<file path="src/rtl/bus_cycle.sv">
// Bus cycle sequencer for the CFT external data bus.
// Turns microcode memory/IO read/write requests into a timed strobe sequence
// (SETUP, STROBE with wait states, END) and stalls the microcode through nhold.
// Every output is a flop whose next value is decoded from the next state, so
// the strobes change on the same edge as the state and have no input-to-output
// combinational path.
`timescale 1ns/1ps

module bus_cycle #(
   parameter int MIN_WS  = 2,
   parameter int TO_BITS = 8,
   parameter int TIMEOUT = 255
) (
   input  logic clk1,
   input  logic nreset,
   input  logic nmem_req,
   input  logic nio_req,
   input  logic nwrite_req,
   input  logic nws,
   output logic nmem,
   output logic nio,
   output logic nr,
   output logic nwen,
   output logic nhold,
   output logic nbuserr,
   output logic busy
);

   typedef enum logic [1:0] {
      ST_IDLE   = 2'd0,
      ST_SETUP  = 2'd1,
      ST_STROBE = 2'd2,
      ST_END    = 2'd3
   } state_t;

   localparam logic [3:0]         MIN_WS_C  = 4'(MIN_WS);
   localparam logic [TO_BITS-1:0] TIMEOUT_C = TO_BITS'(TIMEOUT);

   state_t             state_r, state_s;
   logic               io_r, io_s;        // 1 = I/O cycle, 0 = memory cycle
   logic               rd_r, rd_s;        // 1 = read cycle, 0 = write cycle
   logic [3:0]         wait_r, wait_s;
   logic [TO_BITS-1:0] to_r, to_s, to_inc_s;
   logic               sync1_r, sync2_r;
   logic               err_s;
   logic               active_s;

   logic nmem_r, nio_r, nr_r, nwen_r, nhold_r, nbuserr_r, busy_r;
   logic nmem_s, nio_s, nr_s, nwen_s, nhold_s, nbuserr_s, busy_s;

   // Two-flop synchroniser for the asynchronous device wait request.
   always_ff @(posedge clk1 or negedge nreset) begin
      if (!nreset) begin
         sync1_r <= 1'b1;
         sync2_r <= 1'b1;
      end else begin
         sync1_r <= nws;
         sync2_r <= sync1_r;
      end
   end

   // Next-state, counter and bus-error decode for the cycle FSM.
   always_comb begin
      state_s  = state_r;
      io_s     = io_r;
      rd_s     = rd_r;
      wait_s   = wait_r;
      to_s     = to_r;
      err_s    = 1'b0;
      to_inc_s = to_r + TO_BITS'(1);
      case (state_r)
         ST_IDLE: begin
            if (!nmem_req && !nio_req) begin
               // Both spaces at once is illegal: flag it and start nothing.
               err_s   = 1'b1;
               state_s = ST_IDLE;
            end else if (!nmem_req) begin
               io_s    = 1'b0;
               rd_s    = nwrite_req;
               state_s = ST_SETUP;
            end else if (!nio_req) begin
               io_s    = 1'b1;
               rd_s    = nwrite_req;
               state_s = ST_SETUP;
            end else begin
               state_s = ST_IDLE;
            end
         end
         ST_SETUP: begin
            wait_s  = MIN_WS_C;
            to_s    = '0;
            state_s = ST_STROBE;
         end
         ST_STROBE: begin
            to_s = to_inc_s;
            if (wait_r != 4'd0) begin
               wait_s = wait_r - 4'd1;
            end else begin
               wait_s = wait_r;
            end
            // Timeout wins over a normal exit landing on the same cycle.
            if (to_inc_s == TIMEOUT_C) begin
               err_s   = 1'b1;
               state_s = ST_END;
            end else if ((wait_r == 4'd0) && sync2_r) begin
               state_s = ST_END;
            end else begin
               state_s = ST_STROBE;
            end
         end
         ST_END: begin
            state_s = ST_IDLE;
         end
         default: begin
            state_s = ST_IDLE;
         end
      endcase
   end

   // Output decode from the next state, so registered strobes track the state.
   always_comb begin
      active_s  = (state_s != ST_IDLE);
      nmem_s    = ~(active_s & ~io_s);
      nio_s     = ~(active_s & io_s);
      nr_s      = ~(active_s & rd_s);
      nwen_s    = ~((state_s == ST_STROBE) & ~rd_s);
      nhold_s   = ~((state_s == ST_SETUP) | (state_s == ST_STROBE));
      nbuserr_s = ~err_s;
      busy_s    = active_s;
   end

   // State, cycle attributes and counters.
   always_ff @(posedge clk1 or negedge nreset) begin
      if (!nreset) begin
         state_r <= ST_IDLE;
         io_r    <= 1'b0;
         rd_r    <= 1'b1;
         wait_r  <= 4'd0;
         to_r    <= '0;
      end else begin
         state_r <= state_s;
         io_r    <= io_s;
         rd_r    <= rd_s;
         wait_r  <= wait_s;
         to_r    <= to_s;
      end
   end

   // Registered bus outputs; reset releases every strobe at once.
   always_ff @(posedge clk1 or negedge nreset) begin
      if (!nreset) begin
         nmem_r    <= 1'b1;
         nio_r     <= 1'b1;
         nr_r      <= 1'b1;
         nwen_r    <= 1'b1;
         nhold_r   <= 1'b1;
         nbuserr_r <= 1'b1;
         busy_r    <= 1'b0;
      end else begin
         nmem_r    <= nmem_s;
         nio_r     <= nio_s;
         nr_r      <= nr_s;
         nwen_r    <= nwen_s;
         nhold_r   <= nhold_s;
         nbuserr_r <= nbuserr_s;
         busy_r    <= busy_s;
      end
   end

   assign nmem    = nmem_r;
   assign nio     = nio_r;
   assign nr      = nr_r;
   assign nwen    = nwen_r;
   assign nhold   = nhold_r;
   assign nbuserr = nbuserr_r;
   assign busy    = busy_r;

endmodule

</file>
<file path="config.mk">
export PLATFORM = sky130hd
export DESIGN_NAME = bus_cycle
export DESIGN_NICKNAME = d
export VERILOG_FILES = /design/src/rtl/bus_cycle.sv
export SDC_FILE = /design/constraint.sdc
export NUM_CORES = 1
export LEC_CHECK = 0
export CORE_MARGIN = 3
export CORE_UTILIZATION = 50
export CTS_BUF_LIST = sky130_fd_sc_hd__clkbuf_8 sky130_fd_sc_hd__clkbuf_16
export DETAILED_ROUTE_END_ITERATION = 7
export PLACE_DENSITY = 0.78
export SLEW_MARGIN = 20
export SYNTH_ARGS = -nofsm -noshare
export SYNTH_HDL_FRONTEND = slang
export SYNTH_SLANG_ARGS = --single-unit
export TNS_END_PERCENT = 5
</file>
<file path="constraint.sdc">
create_clock -name clk1 -period 2.4 [get_ports clk1]
set_input_delay 0.48 -clock clk1 [delete_from_list [all_inputs] [get_ports clk1]]
set_output_delay 0.48 -clock clk1 [all_outputs]
set_load 0.1 [all_outputs]
</file>
==> out/summary.txt <==
Crit path required time = 2.61 ns
Unrepaired setup endpoints after global routing = false
Placed cell area = 1440 µm²
TritonCTS Buffers = 3
Hold slack = 0.375 ns
Post-route antenna net violation count = 0
Synth Register Bits = 25
Crit-path cells = ha_2, nand3_1, or3_4, a2111oi_4, a31oi_2, ha_1, or2_2
Final HPWL DP = 1.90 mm
CP arrival = 2.43 ns
Synth warn = 0
Initial core utilization = 0.553
Row cnt = 17
Post-Syn Nets = 136
Slowest cell on crit path = dfrtp_1
DRC violations left = 0
Buf+Inv Stages, Crit Path = 0
# clock sinks = 25
Port bufs = 12
Clock slew at reported path FFs = 0.09 ns
Leakage = 0.683 nW
Hold path cells = 0
Final Max Slew Viols = 0
Hold Vio Cnt, Final = 0
Hold_buf cts = 0
CTS tree = done
Largest net degree at the start of global routing = 26
Top-area cell type share of the netlist area = 0.313
Min-Delay Path Class = flip-flop to flip-flop
Root Buffer = clkbuf_8
Tcrit/Tclk final = 0.928
Main flop type after synthesis = dfrtp_1
Post-synth ARST share = 1.00
Die ar. = 3210 µm²
Reg2reg path depth = 7
Crit start category = flip-flop
Reg2reg setup slack = 0.17 ns
Status = finished, final reports clean
Post-Route Skew = 0.00593 ns
Nets = 158
Post-synth top area cell = dfrtp_1
Maxcap violations = 0
Synth Cell Area = 1280 µm²
Synthesis-to-finish area growth = 18.8%
Final instance area = 1520 µm²
CP endpoint kind = flip-flop
Distinct cells, synth = 35
CTS Buffer Depth = 2
Initial antenna violation count = 0
Die Y = 56.6 µm
Syn_area_per_cell = 10.7 µm²
Top post-synthesis cells by area = dfrtp_1 (31%), dfstp_2 (18%), ha_1 (9.8%)
Total gr overflow = 0
Power per cell area = 1360 nW/µm²
Routability cong. = 0.831
I/O Pins = 13
Drt pass-1 iters = 4
Number of diodes = 0
Largest stage delay on the critical path = 0.40 ns
Clock Latency Late Sink = 0.27 ns
Fillers = 188
Least-Margin Pin Slew = 0.420 ns
Vias = 913
Tot GR Track Use = 0.169
First-pass GRT wire length = 4.16 mm
Post-synth top cells = dfrtp_1 (16), inv_1 (16), ha_1 (10), o21ai_0 (10), dfstp_2 (9)
Gate Count Post-Synth = 120
CP Max Fanout = 5
Reg-to-reg critical path startpoint = to_r[1]
Die X = 56.6 µm
Share of cells above drive strength 1 = 0.270
Worst Setup SP = to_r[1]
First DRT Iteration DRCs = 25
Seq/Total Area, Yosys = 0.497
CP delay by family, top = simple AND/OR/NAND/NOR gates
Setup_tns = 0 ns
Min Tclk post-route = 2.23 ns
Post-synth EDFFs = 0
Vias per inst = 5.40
WHS Endpoint = sync2_r
RR Endpoint = nio
Hold_sp = sync1_r
Setup Viol. Count Final = 0
Peak Freq = 449 MHz
Slew margin rel. = 0.717
Core area = 2320 µm²
H-Tree Depth = 1
WS Path Type = flip-flop to flip-flop
Total length of routed wires = 2.43 mm
Final core utilization = 0.657
Number of global-route vias before repair = 959
Drt wl/cell = 14.4 µm
Worst IR Drop VDD = 0.00146 V
kinds of logic (layout without fill, tap and decap cells):
kind of cell / after synthesis / in the layout / synth area share
multiplexers: 4 / 4 / 0.0332
AND/OR/NAND/NOR: 32 / 32 / 0.140
flip-flops: 25 / 25 / 0.497
AO/OA/AOI/OAI: 27 / 27 / 0.152
adder cells (fa/ha/maj): 10 / 10 / 0.0977
buffers and inverters: 18 / 39 / 0.0527
XOR/XNOR: 4 / 4 / 0.0273
registers in the layout, indices dropped and copies added (netlist names):
| name | flops |
|---|---|
| to_r | 8 |
| wait_r | 4 |
| state_r | 2 |
| busy | 1 |
| io_r | 1 |
| nbuserr | 1 |
| nhold | 1 |
| nio | 1 |
| nmem | 1 |
| nr | 1 |
| nwen | 1 |
| rd_r | 1 |
| sync1_r | 1 |
| sync2_r | 1 |
power breakdown:
part	internal (mW)	switching, mW
sequential	0.592	0.0726
combinational	0.363	0.777
clock	0.122	0.139
total	1.08	0.989
routing by layer:
metal / track usage / wire [µm]
met1: 0.194 / 958
met2: 0.292 / 1360
met3: 0.0345 / 79
met4: 0.0915 / 33
met5: 0 / 0
metrics by stage:
step,worst slack (ns),power [mW],cells
detailed placement,0.00608,1.80,162
global placement,0.116,1.76,162
floorplan,0.195,1.53,120
CTS,0.0282,2.07,166
global route,0.0260,2.22,169
finish,0.174,2.06,169
cell usage in the layout, fill, tap and decap left out, types with 3 or more instances in the layout:
master / netlist / routed
nand3_1: 6 / 6
a21oi_1: 3 / 3
xnor2_1: 3 / 3
buf_4: 0 / 14
ha_1: 10 / 9
nand2b_1: 4 / 4
nor4_1: 3 / 3
nand2_1: 8 / 8
o21ai_0: 10 / 10
dfstp_2: 9 / 9
inv_1: 16 / 16
clkbuf_8: 0 / 3
clkdlybuf4s50_1: 0 / 5
dfrtp_1: 16 / 16
how the worst max path moves through the flow:
stage / to / slack (ns) / cells after the start
floorplan: nio / 0.19 / 7
finish: nio / 0.17 / 7
CTS: nio / 0.03 / 7
global route: nio / 0.03 / 7
global placement: nio / 0.12 / 7
detailed placement: nio / 0.006 / 7
cell type report:
class | count | area [µm²] | area share
Sequential cell | 25 | 637 | 0.418
Timing Repair Buffer | 19 | 155 | 0.102
Clock inverter | 1 | 8.76 | 0.00575
Inverter | 16 | 60.1 | 0.0394
Tap cell | 28 | 35.0 | 0.0230
Multi-Input combinational cell | 77 | 586 | 0.385
Clock buffer | 3 | 41.3 | 0.0271
what timing repair did:
action,4_1_cts,5_1_grt
buffers inserted,0,3
endpoints found under the setup margin,1,3
gates resized for setup,1,1
cloned,0,0
pin swaps,0,2
No activity file was read; power rests on OpenSTA's default activity.
